File: config.mk
export PLATFORM = sky130hd
export DESIGN_NAME = udp_pkt_gen
export DESIGN_NICKNAME = d
export VERILOG_FILES = /design/src/rtl/udp_gen_pkg.sv /design/src/rtl/udp_pkt_gen.sv
export SDC_FILE = /design/constraint.sdc
export NUM_CORES = 1
export LEC_CHECK = 0
export CAP_MARGIN = 25
export CORE_UTILIZATION = 53
export CTS_CLUSTER_DIAMETER = 200
export DETAILED_ROUTE_END_ITERATION = 12
export GPL_TIMING_DRIVEN = 0
export PLACE_DENSITY = 0.87
export SYNTH_ARGS = -nofsm -noshare
export SYNTH_HDL_FRONTEND = slang
export SYNTH_SLANG_ARGS = --single-unit
File: constraint.sdc
create_clock -name clk -period 4.96 [get_ports clk]
set_clock_uncertainty 0.15 [all_clocks]
set_input_delay 1.488 -clock clk [delete_from_list [all_inputs] [get_ports clk]]
set_output_delay 1.488 -clock clk [all_outputs]
set_load 0.005 [all_outputs]
File: src/rtl/udp_gen_pkg.sv
// Shared definitions for the UDP datagram generator: FSM states, header
// constants and the payload length clamp.
package udp_gen_pkg;

  localparam int         UDP_HDR_BYTES = 8;
  localparam int         MIN_PAYLOAD   = 4;
  localparam logic [7:0] DEFAULT_TTL   = 8'd64;

  typedef enum logic [1:0] {
    ST_IDLE,
    ST_HDR,
    ST_PAYLOAD,
    ST_GAP
  } gen_state_t;

  // The sequence number occupies the first four payload bytes, so shorter
  // payloads are stretched up to that size.
  function automatic logic [15:0] clampLen(input logic [15:0] len,
                                           input logic [15:0] maxLen);
    if (len < 16'(MIN_PAYLOAD)) begin
      return 16'(MIN_PAYLOAD);
    end else if (len > maxLen) begin
      return maxLen;
    end else begin
      return len;
    end
  endfunction

endpackage

File: src/rtl/udp_pkt_gen.sv
// UDP datagram generator: emits a header handshake followed by a payload
// stream carrying a big-endian sequence number, then idles for a gap.
module udp_pkt_gen
  import udp_gen_pkg::*;
#(
  parameter logic [15:0] SRC_PORT    = 16'd5000,
  parameter logic [15:0] DEST_PORT   = 16'd1234,
  parameter int          MAX_PAYLOAD = 1472
) (
  input  logic        clk,
  input  logic        reset,
  input  logic        enable,
  input  logic [31:0] local_ip,
  input  logic [31:0] dest_ip,
  input  logic [15:0] payload_len,
  input  logic [15:0] gap_cycles,
  output logic        hdr_valid,
  input  logic        hdr_ready,
  output logic [5:0]  hdr_ip_dscp,
  output logic [1:0]  hdr_ip_ecn,
  output logic [7:0]  hdr_ip_ttl,
  output logic [31:0] hdr_ip_source_ip,
  output logic [31:0] hdr_ip_dest_ip,
  output logic [15:0] hdr_source_port,
  output logic [15:0] hdr_dest_port,
  output logic [15:0] hdr_length,
  output logic [15:0] hdr_checksum,
  output logic [7:0]  tdata,
  output logic        tvalid,
  input  logic        tready,
  output logic        tlast,
  output logic        tuser,
  output logic        busy,
  output logic [31:0] pkt_count
);

  localparam logic [15:0] MAX_LEN = 16'(MAX_PAYLOAD);

  gen_state_t  r_state;
  gen_state_t  w_nextState;
  logic [31:0] r_srcIp;
  logic [31:0] r_dstIp;
  logic [15:0] r_len;
  logic [31:0] r_seqNum;
  logic [31:0] r_pktCount;
  logic [15:0] r_byteIdx;
  logic [15:0] r_gapCnt;

  logic        w_gapDone;
  logic        w_latch;
  logic        w_dataFire;
  logic        w_lastByte;
  logic [15:0] w_gapLoad;
  logic [7:0]  w_payloadByte;

  assign w_gapDone  = (r_state == ST_GAP) && (r_gapCnt == 16'd0);
  assign w_latch    = enable && ((r_state == ST_IDLE) || w_gapDone);
  assign w_dataFire = (r_state == ST_PAYLOAD) && tready;
  assign w_lastByte = (r_byteIdx == r_len - 16'd1);
  // A zero gap still spends one cycle in GAP, hence the floor of one.
  assign w_gapLoad  = (gap_cycles == 16'd0) ? 16'd0 : gap_cycles - 16'd1;

  always_ff @(posedge clk) begin
    if (reset) begin
      r_state <= ST_IDLE;
    end else begin
      r_state <= w_nextState;
    end
  end

  always_comb begin
    w_nextState = r_state;
    case (r_state)
      ST_IDLE:    if (enable) w_nextState = ST_HDR;
      ST_HDR:     if (hdr_ready) w_nextState = ST_PAYLOAD;
      ST_PAYLOAD: if (tready && w_lastByte) w_nextState = ST_GAP;
      ST_GAP:     if (r_gapCnt == 16'd0) w_nextState = enable ? ST_HDR : ST_IDLE;
      default:    w_nextState = ST_IDLE;
    endcase
  end

  always_ff @(posedge clk) begin
    if (reset) begin
      r_srcIp    <= '0;
      r_dstIp    <= '0;
      r_len      <= '0;
      r_seqNum   <= '0;
      r_pktCount <= '0;
      r_byteIdx  <= '0;
      r_gapCnt   <= '0;
    end else begin
      if (w_latch) begin
        r_srcIp <= local_ip;
        r_dstIp <= dest_ip;
        r_len   <= clampLen(payload_len, MAX_LEN);
      end
      if (w_dataFire) begin
        if (w_lastByte) begin
          r_byteIdx  <= '0;
          r_seqNum   <= r_seqNum + 32'd1;
          r_pktCount <= r_pktCount + 32'd1;
          r_gapCnt   <= w_gapLoad;
        end else begin
          r_byteIdx <= r_byteIdx + 16'd1;
        end
      end
      if ((r_state == ST_GAP) && (r_gapCnt != 16'd0)) begin
        r_gapCnt <= r_gapCnt - 16'd1;
      end
    end
  end

  always_comb begin
    w_payloadByte = r_byteIdx[7:0];
    if (r_byteIdx[15:2] == 14'd0) begin
      case (r_byteIdx[1:0])
        2'd0:    w_payloadByte = r_seqNum[31:24];
        2'd1:    w_payloadByte = r_seqNum[23:16];
        2'd2:    w_payloadByte = r_seqNum[15:8];
        default: w_payloadByte = r_seqNum[7:0];
      endcase
    end
  end

  // Outputs are forced to zero combinationally so that reset silences the
  // interfaces in the same cycle it is asserted.
  always_comb begin
    hdr_valid        = 1'b0;
    hdr_ip_dscp      = '0;
    hdr_ip_ecn       = '0;
    hdr_ip_ttl       = '0;
    hdr_ip_source_ip = '0;
    hdr_ip_dest_ip   = '0;
    hdr_source_port  = '0;
    hdr_dest_port    = '0;
    hdr_length       = '0;
    hdr_checksum     = '0;
    tdata            = '0;
    tvalid           = 1'b0;
    tlast            = 1'b0;
    tuser            = 1'b0;
    busy             = 1'b0;
    pkt_count        = r_pktCount;
    if (!reset) begin
      hdr_valid        = (r_state == ST_HDR);
      hdr_ip_ttl       = DEFAULT_TTL;
      hdr_ip_source_ip = r_srcIp;
      hdr_ip_dest_ip   = r_dstIp;
      hdr_source_port  = SRC_PORT;
      hdr_dest_port    = DEST_PORT;
      hdr_length       = r_len + 16'(UDP_HDR_BYTES);
      tdata            = w_payloadByte;
      tvalid           = (r_state == ST_PAYLOAD);
      tlast            = (r_state == ST_PAYLOAD) && w_lastByte;
      busy             = (r_state == ST_HDR) || (r_state == ST_PAYLOAD);
    end
  end

endmodule
## Yosys cells after proc, flatten, opt, wreduce, memory -nomap -nowiden

Cells that the tools add are included.

| cells by class | value |
|---|---|
| eq/ne operators | 10 |
| $lt $le $gt $ge | 2 |
| add/sub/neg operators | 7 |
| reductions and logical operators | 19 |
| muxes and demuxes | 26 |

Operators with widths:

| cell | number |
|---|---|
| 16-bit two-way mux | 8 |
| 32-bit by 1-bit adder with 32-bit output (second input constant) | 2 |
| 32-bit two-way mux | 2 |
| 16-bit by 1-bit subtractor with 16-bit output (second input constant) | 3 |
| 16-bit zero test | 2 |
| 8-bit case mux with 3 select lines | 1 |
| 16-bit by 1-bit adder with 16-bit output (second input constant) | 1 |
| 16-bit by 4-bit adder with 16-bit output (second input constant) | 1 |
| 16-bit == test | 1 |
| 16-bit by 11-bit > comparator with 1-bit output (second input constant) | 1 |
| 16-bit by 3-bit less-than comparator with 1-bit output (second input constant) | 1 |
| 8-bit two-way mux | 2 |
| 16-bit nonzero test | 1 |
| 14-bit zero test | 1 |
| 13-bit two-way mux | 1 |
| 11-bit two-way mux | 1 |
| 2-bit two-way mux | 4 |
| 2-bit case mux with 4 select lines | 1 |
| 7-bit two-way mux | 1 |
| 2-bit == test (second input constant) | 3 |
| 1-bit logical AND | 6 |
| 2-bit != test (second input constant) | 3 |
| 1-bit two-way mux | 5 |
| 2-bit by 1-bit == test with 1-bit output (second input constant) | 2 |
| other kinds (6) | 10 |

| storage, ports and cells | value |
|---|---|
| word-level logic and storage cells | 72 |
| bits of input ports | 101 |
| output and inout bits | 189 |
| flip-flop bits (word level) | 178 |

## Longest topological paths before layout

Gate-level depths: netlist of the first run.

| depth | value |
|---|---|
| word-level depth | 5 |
| mapped depth | 14 |
| gate-level depth less buffers | 9 |

## Worst setup path after synthesis of the first run

OpenSTA, ideal clock, no wires.

| timing path | value |
|---|---|
| path type | input-to-output |
| from | input reset |
| to | output hdr_dest_port[10] |
| data required time | 3.322 ns |
| arrival | 2.641 ns |
| slack | 0.681 ns |
| path buffers | 4 |
| stages on the path | 5 |
| cell sequence | clkbuf_1 inv_1 clkbuf_1 clkbuf_1 buf_4 |

| on the way | value |
|---|---|
| cells in the longest elaborated chain, start to end | 1 |

Ends and longest elaborated chain:

| item | line | RTL |
|---|---|---|
| start: declaration | udp_pkt_gen.sv:11 | `input logic reset,` |
| 11-bit two-way mux | udp_pkt_gen.sv:144 | `if (!reset) begin` |
| end: declaration | udp_pkt_gen.sv:25 | `output logic [15:0] hdr_dest_port,` |

No other way between the ends.

## Final worst setup path of the first run

| timing path | value |
|---|---|
| from | input reset |
| to | output hdr_length[13] |

| on the way | value |
|---|---|
| cells in the longest elaborated chain, start to end | 1 |

Ends and longest elaborated chain:

| item | line | RTL |
|---|---|---|
| 16-bit two-way mux | udp_pkt_gen.sv:144 |  |
| end: declaration | udp_pkt_gen.sv:26 | `output logic [15:0] hdr_length,` |

No other way between the ends.

==> results of run 1 <==
[final cells by class]
class / instances / area [µm²] / share of cell area
timing repair buffer: 239 / 2380 / 0.170
antenna: 1 / 2.50 / 0.000178
clock inverter: 14 / 159 / 0.0113
clock buffer: 18 / 429 / 0.0306
multi-input combinational: 1039 / 6130 / 0.437
tap: 265 / 332 / 0.0236
sequential: 178 / 3560 / 0.254
buffer: 160 / 926 / 0.0660
inverter: 28 / 105 / 0.00749
[cells by family (layout without fill, tap and decap cells)]
kind of cell | after synthesis | count (layout) | share of synthesized area
AO/OA/AOI/OAI | 228 | 228 | 0.145
XOR/XNOR | 53 | 53 | 0.0442
adder cells (fa/ha/maj) | 17 | 17 | 0.0203
buffers and inverters | 191 | 459 | 0.0977
flip-flops | 178 | 178 | 0.340
multiplexers | 32 | 32 | 0.0340
other | 1 | 55 | 0.000357
AND/OR/NAND/NOR | 655 | 655 | 0.318
[worst max path at each step]
stage / to / slack, ps
3_3_place_gp: tdata[6] / -670
4_1_cts: tlast / 4
3_5_place_dp: tdata[6] / -710
2_1_floorplan: hdr_dest_port[10] / 680
5_1_grt: hdr_length[13] / 30
6_report: hdr_length[13] / 110
[layout by cell type, fill, tap and decap left out, types with 21 or more instances in the layout]
| cell type | n |
|---|---|
| mux2_2 | 25 |
| nor2_1 | 112 |
| inv_1 | 28 |
| nand3_1 | 46 |
| nand2_1 | 215 |
| o41ai_1 | 23 |
| clkbuf_1 | 62 |
| dfxtp_1 | 178 |
| buf_4 | 69 |
| nor2b_1 | 99 |
| xnor2_1 | 25 |
| nor4_1 | 27 |
| conb_1 | 54 |
| clkdlybuf4s50_1 | 233 |
| a21oi_1 | 99 |
| or2_2 | 25 |
| o311ai_0 | 25 |
| xor2_1 | 28 |
| nor3_1 | 21 |
[where the power goes]
| group | total [mW] | internal [mW] | switching (mW) |
|---|---|---|---|
| registers | 1.61 | 1.55 | 0.0584 |
| logic | 1.18 | 0.533 | 0.646 |
| clock network | 1.38 | 0.718 | 0.661 |
| total | 4.17 | 2.80 | 1.36 |
[state kept, by name, indices dropped and copies added, names as in the netlist]
| signal | flops |
|---|---|
| r_byteIdx | 16 |
| r_state | 2 |
| r_gapCnt | 16 |
| r_seqNum | 32 |
| r_len | 16 |
| r_dstIp | 32 |
| pkt_count | 32 |
| r_srcIp | 32 |
[worst max-delay path, stage by stage]
cell,delay (ps)
clkbuf_1,220
clkbuf_1,450
clkbuf_4,430
a21oi_1,70
clkdlybuf4s50_1,520
[what timing repair did]
item,4_1_cts,5_1_grt
endpoints found under the setup margin,55,21
setup buffers,3,1
gates resized for setup,14,4
pin swaps,1,3
[routing by layer]
layer | GRT usage | routed length, µm | vias to the layer above | part of all wire
met3 | 0.101 | 2980 | 97 | 0.091
met1 | 0.348 | 12300 | 5188 | 0.38
met2 | 0.581 | 16300 | 488 | 0.50
li1 | - | - | 5237 | -
met4 | 0.143 | 1180 | 0 | 0.036
met5 | 0 | 0 | - | 0
[per-stage QoR]
step | hold WS, ps | power [mW] | utilization | TNS (ps) | cells
global route | 324 | 4.37 | 0.721 | 0 | 1942
finish | 303 | 4.17 | 0.721 | 0 | 1942
global placement | 287 | 2.74 | 0.687 | -16480 | 1907
floorplan | 282 | 2.33 | - | 0 | 1408
detailed placement | 296 | 2.76 | 0.687 | -18880 | 1908
CTS | 305 | 4.15 | 0.720 | 0 | 1942
==> qor.txt, run 1 <==
Total Die Area = 20400 µm²
Routed WL = 32700 µm
Post-synthesis register bit count = 178
Residual DRC = 0
Syn Inst Count = 1355
GRT overflow = 0
Final hold vios = 0
Share of layout cells above drive strength 1 = 0.117
Fmax = 0.206 GHz
Internal reg-to-reg setup slack = 1220 ps
Max Buffers Root-to-Sink = 2
Largest net degree at the start of global routing = 21
Setup-failing EPs final = 0
Final net count = 1781
GRT Overall Usage = 0.324
Outcome = completed
Area contributors post-synth = dfxtp_1 (34%), nand2_1 (7.7%), nor2b_1 (5.9%)
Clk_lat worst skew = 450 ps
Critical R2R Launch = r_len[0]
Synth Warn # = 0
Most frequent cell after synthesis = nand2_1
Area share of the largest cell type after synthesis = 0.340
Global-route wire length before repair = 51900 µm
Core area = 19500 µm²
Place WS = -709 ps
Seq/Total Area, Yosys = 0.340
Max-cap violations = 0
CTS tree = built
Clock Pin Slew Worst Setup and Hold Paths = 70 ps
Ports = 290
Setup crit start = reset
Final period util = 0.977
Area growth from synthesis to layout = 33.7%
Initial antenna violation count = 1
Worst Tran Pin Value = 823 ps
CP arrival = 3210 ps
Vias in the first global route = 10600
Required time of the critical path = 3320 ps
GPL Wtd Cong = 0.940
TritonRoute pass-1 iters = 6
Startpoint of the worst hold path = r_srcIp[3]
Row count = 51
RSZ-0062 raised after global routing = no
Clk root buf = clkbuf_16
Power density over cell area = 297 nW/µm²
WS Path Type = primary input to output pin
PortBufs = 234
Post-route setup slack = 114 ps
DRC violation total after the first TritonRoute iteration = 784
Worst r2r dst = pkt_count[6]
Hold Path Class = register to register
VDD IR max = 258 µV
Endpoint type of the worst setup path = output pin
Wire length per cell = 16.9 µm
Hold Crit Endpoint = r_srcIp[3]
Syn Std Cell Area = 10500 µm²
H-tree depth = 4
Pins Over Slew Limit = 0
Post-synth top cells = nand2_1 (215), dfxtp_1 (178), nor2_1 (113), a21oi_1 (99), nor2b_1 (99)
Asr flop ratio synth = 0
Initial Utilization = 0.539
Pleak = 5.39 nW
Sink Count = 178
Avg Cell Area, Syn = 7.74 µm²
Dpl hpwl = 24400 µm
Vias/cell = 5.67
Max Fanout on Critical Path = 19
Hold path depth = 2
Largest area contributor in the netlist = dfxtp_1
Ys flop type = dfxtp_1
Die Ht = 143 µm
Distinct cell type count after synthesis = 63
Die Span X = 143 µm
Antenna-violating nets left = 0
Post-cts hold buffer count = 0
Final min period = 4850 ps
Worst r2r path cells = 13
TritonCTS buffer count = 17
Slew margin rel. = 0.446
Dpl cell area = 13400 µm²
Final instance area = 14000 µm²
Startpoint types = primary input
Vias = 11000
Total of fill cells in the finished design = 1515
Post-synth EDFFs = 0
Note: power is estimated with default switching activity, not from simulation.
==> run 2: changes to the inputs <==
CORE_ASPECT_RATIO = 0.8   (was unset)
CORE_UTILIZATION = 48   (was 53)
PLACE_DENSITY = 0.8   (was 0.87)
==> run 2 against run 1 <==
  * Maximum frequency is 0.86% lower
  * Cell count increased by 0.10%
  * Sequential share of layout area about the same
  * Combinational power barely moved
  * Clock power increased by 3%
  * Die area increased by 10%
  * Hold slack worse by 1.8 ps
  * Register-to-register slack improved by 80 ps
  * Final area hardly changed
  * Critical path depth unchanged
  * Largest cell class unchanged
  * Largest power group unchanged
==> qor.txt, run 2 (same netlist as run 1, synthesis figures left out) <==
GRT Overall Usage = 0.291 (-0.0326)
Startpoint types = primary input
Worst r2r path cells = 12 (-1)
DP Cell Count = 1912 (+0.21%)
Clock Pin Slew Worst Setup and Hold Paths = 70 ps (about the same)
Pleak = 5.37 nW (-0.39%)
Fmax = 0.205 GHz (-0.86%)
RSZ-0062 raised after global routing = no
Dpl cell area = 13400 µm² (about the same)
Pins Over Slew Limit = 0 (unchanged)
Hold Path Class = register to register
Setup-failing EPs final = 0 (unchanged)
Final min period = 4890 ps (+41.9 ps)
GPL Wtd Cong = 0.929 (-1.1%)
Commonest non-fill, non-tap cell in the layout = clkdlybuf4s50_1
Final hold vios = 0 (unchanged)
CP max stage cell = clkbuf_1
Vias in the first global route = 10100 (-5.3%)
GRT overflow = 0 (unchanged)
Clk root buf = clkbuf_16
Combinational power share = 0.282 (about the same)
Initial antenna violation count = 0 (-1)
VDD IR max = 206 µV (-20%)
TritonCTS buffer count = 17 (unchanged)
Total Die Area = 22500 µm² (+10%)
Die Ht = 134 µm (-5.9%)
Max-cap violations = 0 (unchanged)
PortBufs = 234 (unchanged)
CTS tree = built
Final instance area = 14000 µm² (about the same)
Area growth from synthesis to layout = 33.7% (about the same)
Global-route wire length before repair = 52400 µm (+0.84%)
Largest net degree at the start of global routing = 21 (unchanged)
Switching part of the total = 0.325 (-0.00251)
Row count = 47 (-7.8%)
Endpoint type of the worst setup path = output pin
N_diodes = 0 (-1)
Int Power = 2.84 mW (+1.5%)
Initial Utilization = 0.498 (-0.0407)
TritonRoute pass-1 iters = 9 (+3)
Hold path depth = 2 (unchanged)
Worst-path cell chain = clkbuf_1 -> clkbuf_2 -> clkbuf_1 -> nor2b_1 -> clkdlybuf4s50_1
CP arrival = 3250 ps (+40 ps)
Setup TNS = 0 ps (unchanged)
Die Span X = 167 µm (+17%)
CP most frequent cell = clkbuf_1
Dpl hpwl = 24800 µm (+1.5%)
Final core occ = 0.667 (-0.0540)
Antenna-violating nets left = 0 (unchanged)
Vias/cell = 5.57 (-1.7%)
Power density over cell area = 300 nW/µm² (+1.0%)
Max Buffers Root-to-Sink = 2 (unchanged)
Share of layout cells above drive strength 1 = 0.119 (+0.00186)
CP max stage delay = 540 ps (+20 ps)
Sink Count = 178 (unchanged)
Cell Count, Final, Fillers Out = 1944 (+0.10%)
Vias = 10800 (-1.6%)
Post-cts hold buffer count = 0 (unchanged)
Final period util = 0.985 (+0.00844)
DRC violation total after the first TritonRoute iteration = 1034 (+32%)
Worst Tran Pin Value = 852 ps (+28.7 ps)
Clk_lat worst skew = 440 ps (about the same)
P_sw = 1.37 mW (+0.32%)
Core area = 21100 µm² (+8.2%)
WS Path Type = primary input to output pin
Commonest non-fill, non-tap cells in the layout = clkdlybuf4s50_1 (234), nand2_1 (214), dfxtp_1 (177)
Final net count = 1780 (-0.056%)
H-tree depth = 4 (unchanged)
Residual DRC = 0 (unchanged)
Slew margin rel. = 0.427 (-0.0193)
Ports = 290 (unchanged)
Routed WL = 33000 µm (+0.86%)
Required time of the critical path = 3320 ps (about the same)
Outcome = completed
Max Fanout on Critical Path = 10 (-9)
Clock power share = 0.336 (+0.005)
Wire length per cell = 17.0 µm (+0.75%)
Sequential power share = 0.382 (-0.004)
[run 2: cell types whose count changed in the layout (fill, tap and decap cells not counted), sizes merged]
cell and change:
clkinv -3, clkdlybuf4s50 +1, bufinv +1, clkbuf +2, dlymetal6s2s -1, diode -1, buf -2, inv -2
clkinvlp +3
[run 2: final cells by class]
type,count,area (µm²)
timing repair buffer,238,2370
fill,1778,7020
clock buffer,19,433
clock inverter,13,165
sequential,178,3560
tap,269,337
inverter,28,105
multi-input combinational,1039,6130
buffer,160,933
[run 2: worst paths after layout]
kind                                   from                    to  slack (ps)
worst min-delay path            r_dstIp[23]           r_dstIp[23]         300
worst max register to register     r_len[1]          r_seqNum[13]        1300
worst max-delay path                  reset  hdr_ip_source_ip[30]          70
worst min register to register  r_dstIp[23]           r_dstIp[23]         300
[run 2: layer usage]
layer	routed length [µm]	GRT usage	share of wire
met4	602	0.0872	0.018
met1	14000	0.374	0.42
met3	3360	0.0811	0.10
met5	0	0	0
met2	15100	0.475	0.46
[run 2: per-stage QoR]
step | setup slack [ps] | total power [mW] | hold slack, ps
after global routing | 8.53 | 4.41 | 315
final | 72.1 | 4.21 | 301
after global placement | -631 | 2.77 | 287
after detailed placement | -660 | 2.79 | 292
after CTS | 11.6 | 4.20 | 302
after floorplan | 681 | 2.33 | 282
[run 2: repair_timing]
action / in CTS / in global routing
gates resized for setup: 13 / 11
endpoints found under the setup margin: 48 / 15
setup buffers: 2 / 1
pin swaps: 2 / 4
[run 2: critical path, delay by kind of cell]
| family | cells | cell delay (ps) |
|---|---|---|
| buffers and inverters | 4 | 1650 |
| AND/OR/NAND/NOR | 1 | 110 |
[run 2: power by group through the flow]
stage	Combinational [mW]	Clock, mW	Sequential [mW]
after detailed placement	1.15	0	1.64
after global routing	1.31	1.48	1.62
final	1.19	1.42	1.61
after CTS	1.17	1.42	1.61
after global placement	1.14	0	1.63
after floorplan	0.704	0	1.62
==> run 3: changes to the inputs <==
CORE_UTILIZATION = 36   (was 48)
PLACE_DENSITY = unset   (was 0.8)
==> run 3 against run 2 <==
  * The flow now finishes with violations (design-rule violations)
  * Worst setup slack worse by 1.3 ps
  * Register-to-register slack worse by 140 ps
  * First-iteration DRC count is 17% lower
  * Cell count rose by 5.2%
  * Hold slack got worse by 0.89 ps
  * Via count down 3.7%
  * Global-route usage shrank 5.8 points
  * Sequential share of layout area decreased by 0.24 points
  * Flip-flop and latch count unchanged
  * Core utilization decreased by 17 points
  * Wire length is 4.9% higher
  * Largest power group unchanged
  * Highest routed layer unchanged
==> qor.txt, run 3 (same netlist as run 1, synthesis figures left out) <==
Outcome = finished with violations
Failing checks = design-rule violations
WS Path Type = primary input to output pin
Die Ht = 155 µm (+15%)
Clock Pin Slew Worst Setup and Hold Paths = 80 ps (about the same)
Worst r2r path cells = 13 (+1)
Slew margin rel. = 0.454 (+0.0276)
Row count = 55 (+17%)
Vias = 10400 (-3.7%)
Final period util = 0.986 (about the same)
Ports = 290 (unchanged)
Worst-path cell chain = clkbuf_2 -> clkbuf_4 -> clkbuf_4 -> clkbuf_2 -> nor2_1 -> clkdlybuf4s50_1
PortBufs = 234 (unchanged)
Routed WL = 34600 µm (+4.9%)
Clk root buf = clkbuf_16
CP arrival = 3250 ps (about the same)
Fmax = 0.205 GHz (about the same)
Hold path depth = 2 (unchanged)
Final min period = 4890 ps (+1.29 ps)
Commonest non-fill, non-tap cell in the layout = clkdlybuf4s50_1
GPL Wtd Cong = 0.908 (-2.3%)
Endpoint type of the worst setup path = output pin
Setup-failing EPs final = 0 (unchanged)
Pins Over Slew Limit = 0 (unchanged)
Total Die Area = 29800 µm² (+33%)
Startpoint types = primary input
CP max stage cell = clkdlybuf4s50_1
Tot Pwr = 4.20 mW (-0.31%)
Initial antenna violation count = 0 (unchanged)
Antenna-violating nets left = 0 (unchanged)
Final net count = 1780 (unchanged)
DP Cell Count = 2013 (+5.3%)
Required time of the critical path = 3320 ps (about the same)
DRC violation total after the first TritonRoute iteration = 859 (-17%)
Area growth from synthesis to layout = 35.0%
Post-cts hold buffer count = 0 (unchanged)
RSZ-0062 raised after global routing = no
TritonRoute pass-1 iters = 12 (+3)
Largest net degree at the start of global routing = 21 (unchanged)
Global-route wire length before repair = 54200 µm (+3.5%)
Max Buffers Root-to-Sink = 2 (unchanged)
Final hold vios = 0 (unchanged)
Final instance area = 14200 µm² (+0.93%)
Vias in the first global route = 9904 (-1.6%)
N_diodes = 0 (unchanged)
VDD IR max = 251 µV (+22%)
Place WS = -899 ps (-239 ps)
TritonCTS buffer count = 17 (unchanged)
CP max stage delay = 560 ps (+20 ps)
Max-cap violations = 0 (unchanged)
Total of fill cells in the finished design = 2865 (+61%)
Wire length per cell = 16.9 µm (-0.31%)
H-tree depth = 4 (unchanged)
Post-route setup slack = 70.8 ps (-1.29 ps)
Hold Path Class = register to register
Minimum hold slack = 300 ps (-0.885 ps)
GRT Overall Usage = 0.233 (-0.0583)
Sink Count = 178 (unchanged)
Max Fanout on Critical Path = 10 (unchanged)
CTS tree = built
Power density over cell area = 297 nW/µm² (-1.2%)
Residual DRC = 22 (+22)
Pleak = 5.38 nW (about the same)
Share of layout cells above drive strength 1 = 0.119 (unchanged)
GRT overflow = 0 (unchanged)
Cell Count, Final, Fillers Out = 2045 (+5.2%)
Clk_lat worst skew = 450 ps (about the same)
Initial Utilization = 0.368 (-0.130)
Commonest non-fill, non-tap cells in the layout = clkdlybuf4s50_1 (233), nand2_1 (214), dfxtp_1 (178)
Dpl hpwl = 26300 µm (+5.9%)
Dpl cell area = 13500 µm² (+0.94%)
Core area = 28500 µm² (+35%)
Die Span X = 193 µm (+15%)
Vias/cell = 5.10 (-8.4%)
Worst Tran Pin Value = 811 ps (-41.0 ps)
[run 3: layout make-up]
cell class / count / area [µm²] / area share
buffer: 160 / 931 / 0.0657
sequential: 178 / 3560 / 0.252
tap: 370 / 463 / 0.0327
multi-input combinational: 1039 / 6130 / 0.433
clock buffer: 18 / 429 / 0.0303
timing repair buffer: 238 / 2370 / 0.167
inverter: 28 / 105 / 0.00742
clock inverter: 14 / 168 / 0.0118
[run 3: critical path: cells and delay by family]
kind | cells | cell delay [ps]
and+or+nand+nor | 1 | 290
buffers and inverters | 5 | 1460
[run 3: report_power, final]
part	internal, mW	switching (mW)	total (mW)
Sequential	1.55	0.0556	1.61
Combinational	0.529	0.651	1.18
Clock	0.761	0.652	1.41
Total	2.84	1.36	4.20
[run 3: path summary, 6_finish.rpt]
check / startpoint / to / slack [ps]
worst max register to register: r_len[0] / pkt_count[7] / 1160
worst min register to register: r_srcIp[18] / r_srcIp[18] / 300
worst max-delay path: reset / tdata[1] / 70
worst min-delay path: r_srcIp[18] / r_srcIp[18] / 300
[run 3: per-layer routing]
layer / vias to the layer above / wire length [µm] / share of wire / global-route usage
li1: 5218 / - / - / -
met1: 4813 / 15700 / 0.45 / 0.313
met2: 374 / 15200 / 0.44 / 0.353
met3: 28 / 3230 / 0.093 / 0.0774
met4: 0 / 479 / 0.014 / 0.0652
met5: - / 0 / 0 / 0
[run 3: timing repair]
item,in CTS,in global routing
resized for setup,16,4
endpoints found under the setup margin,102,17
setup buffers,3,0
pin swaps,1,2
[run 3: per-stage QoR]
stage,util,TNS (ps)
2_1_floorplan,-,0
3_3_place_gp,0.474,-25520
3_5_place_dp,0.474,-28260
4_1_cts,0.497,0
5_1_grt,0.497,0
6_report,0.497,0
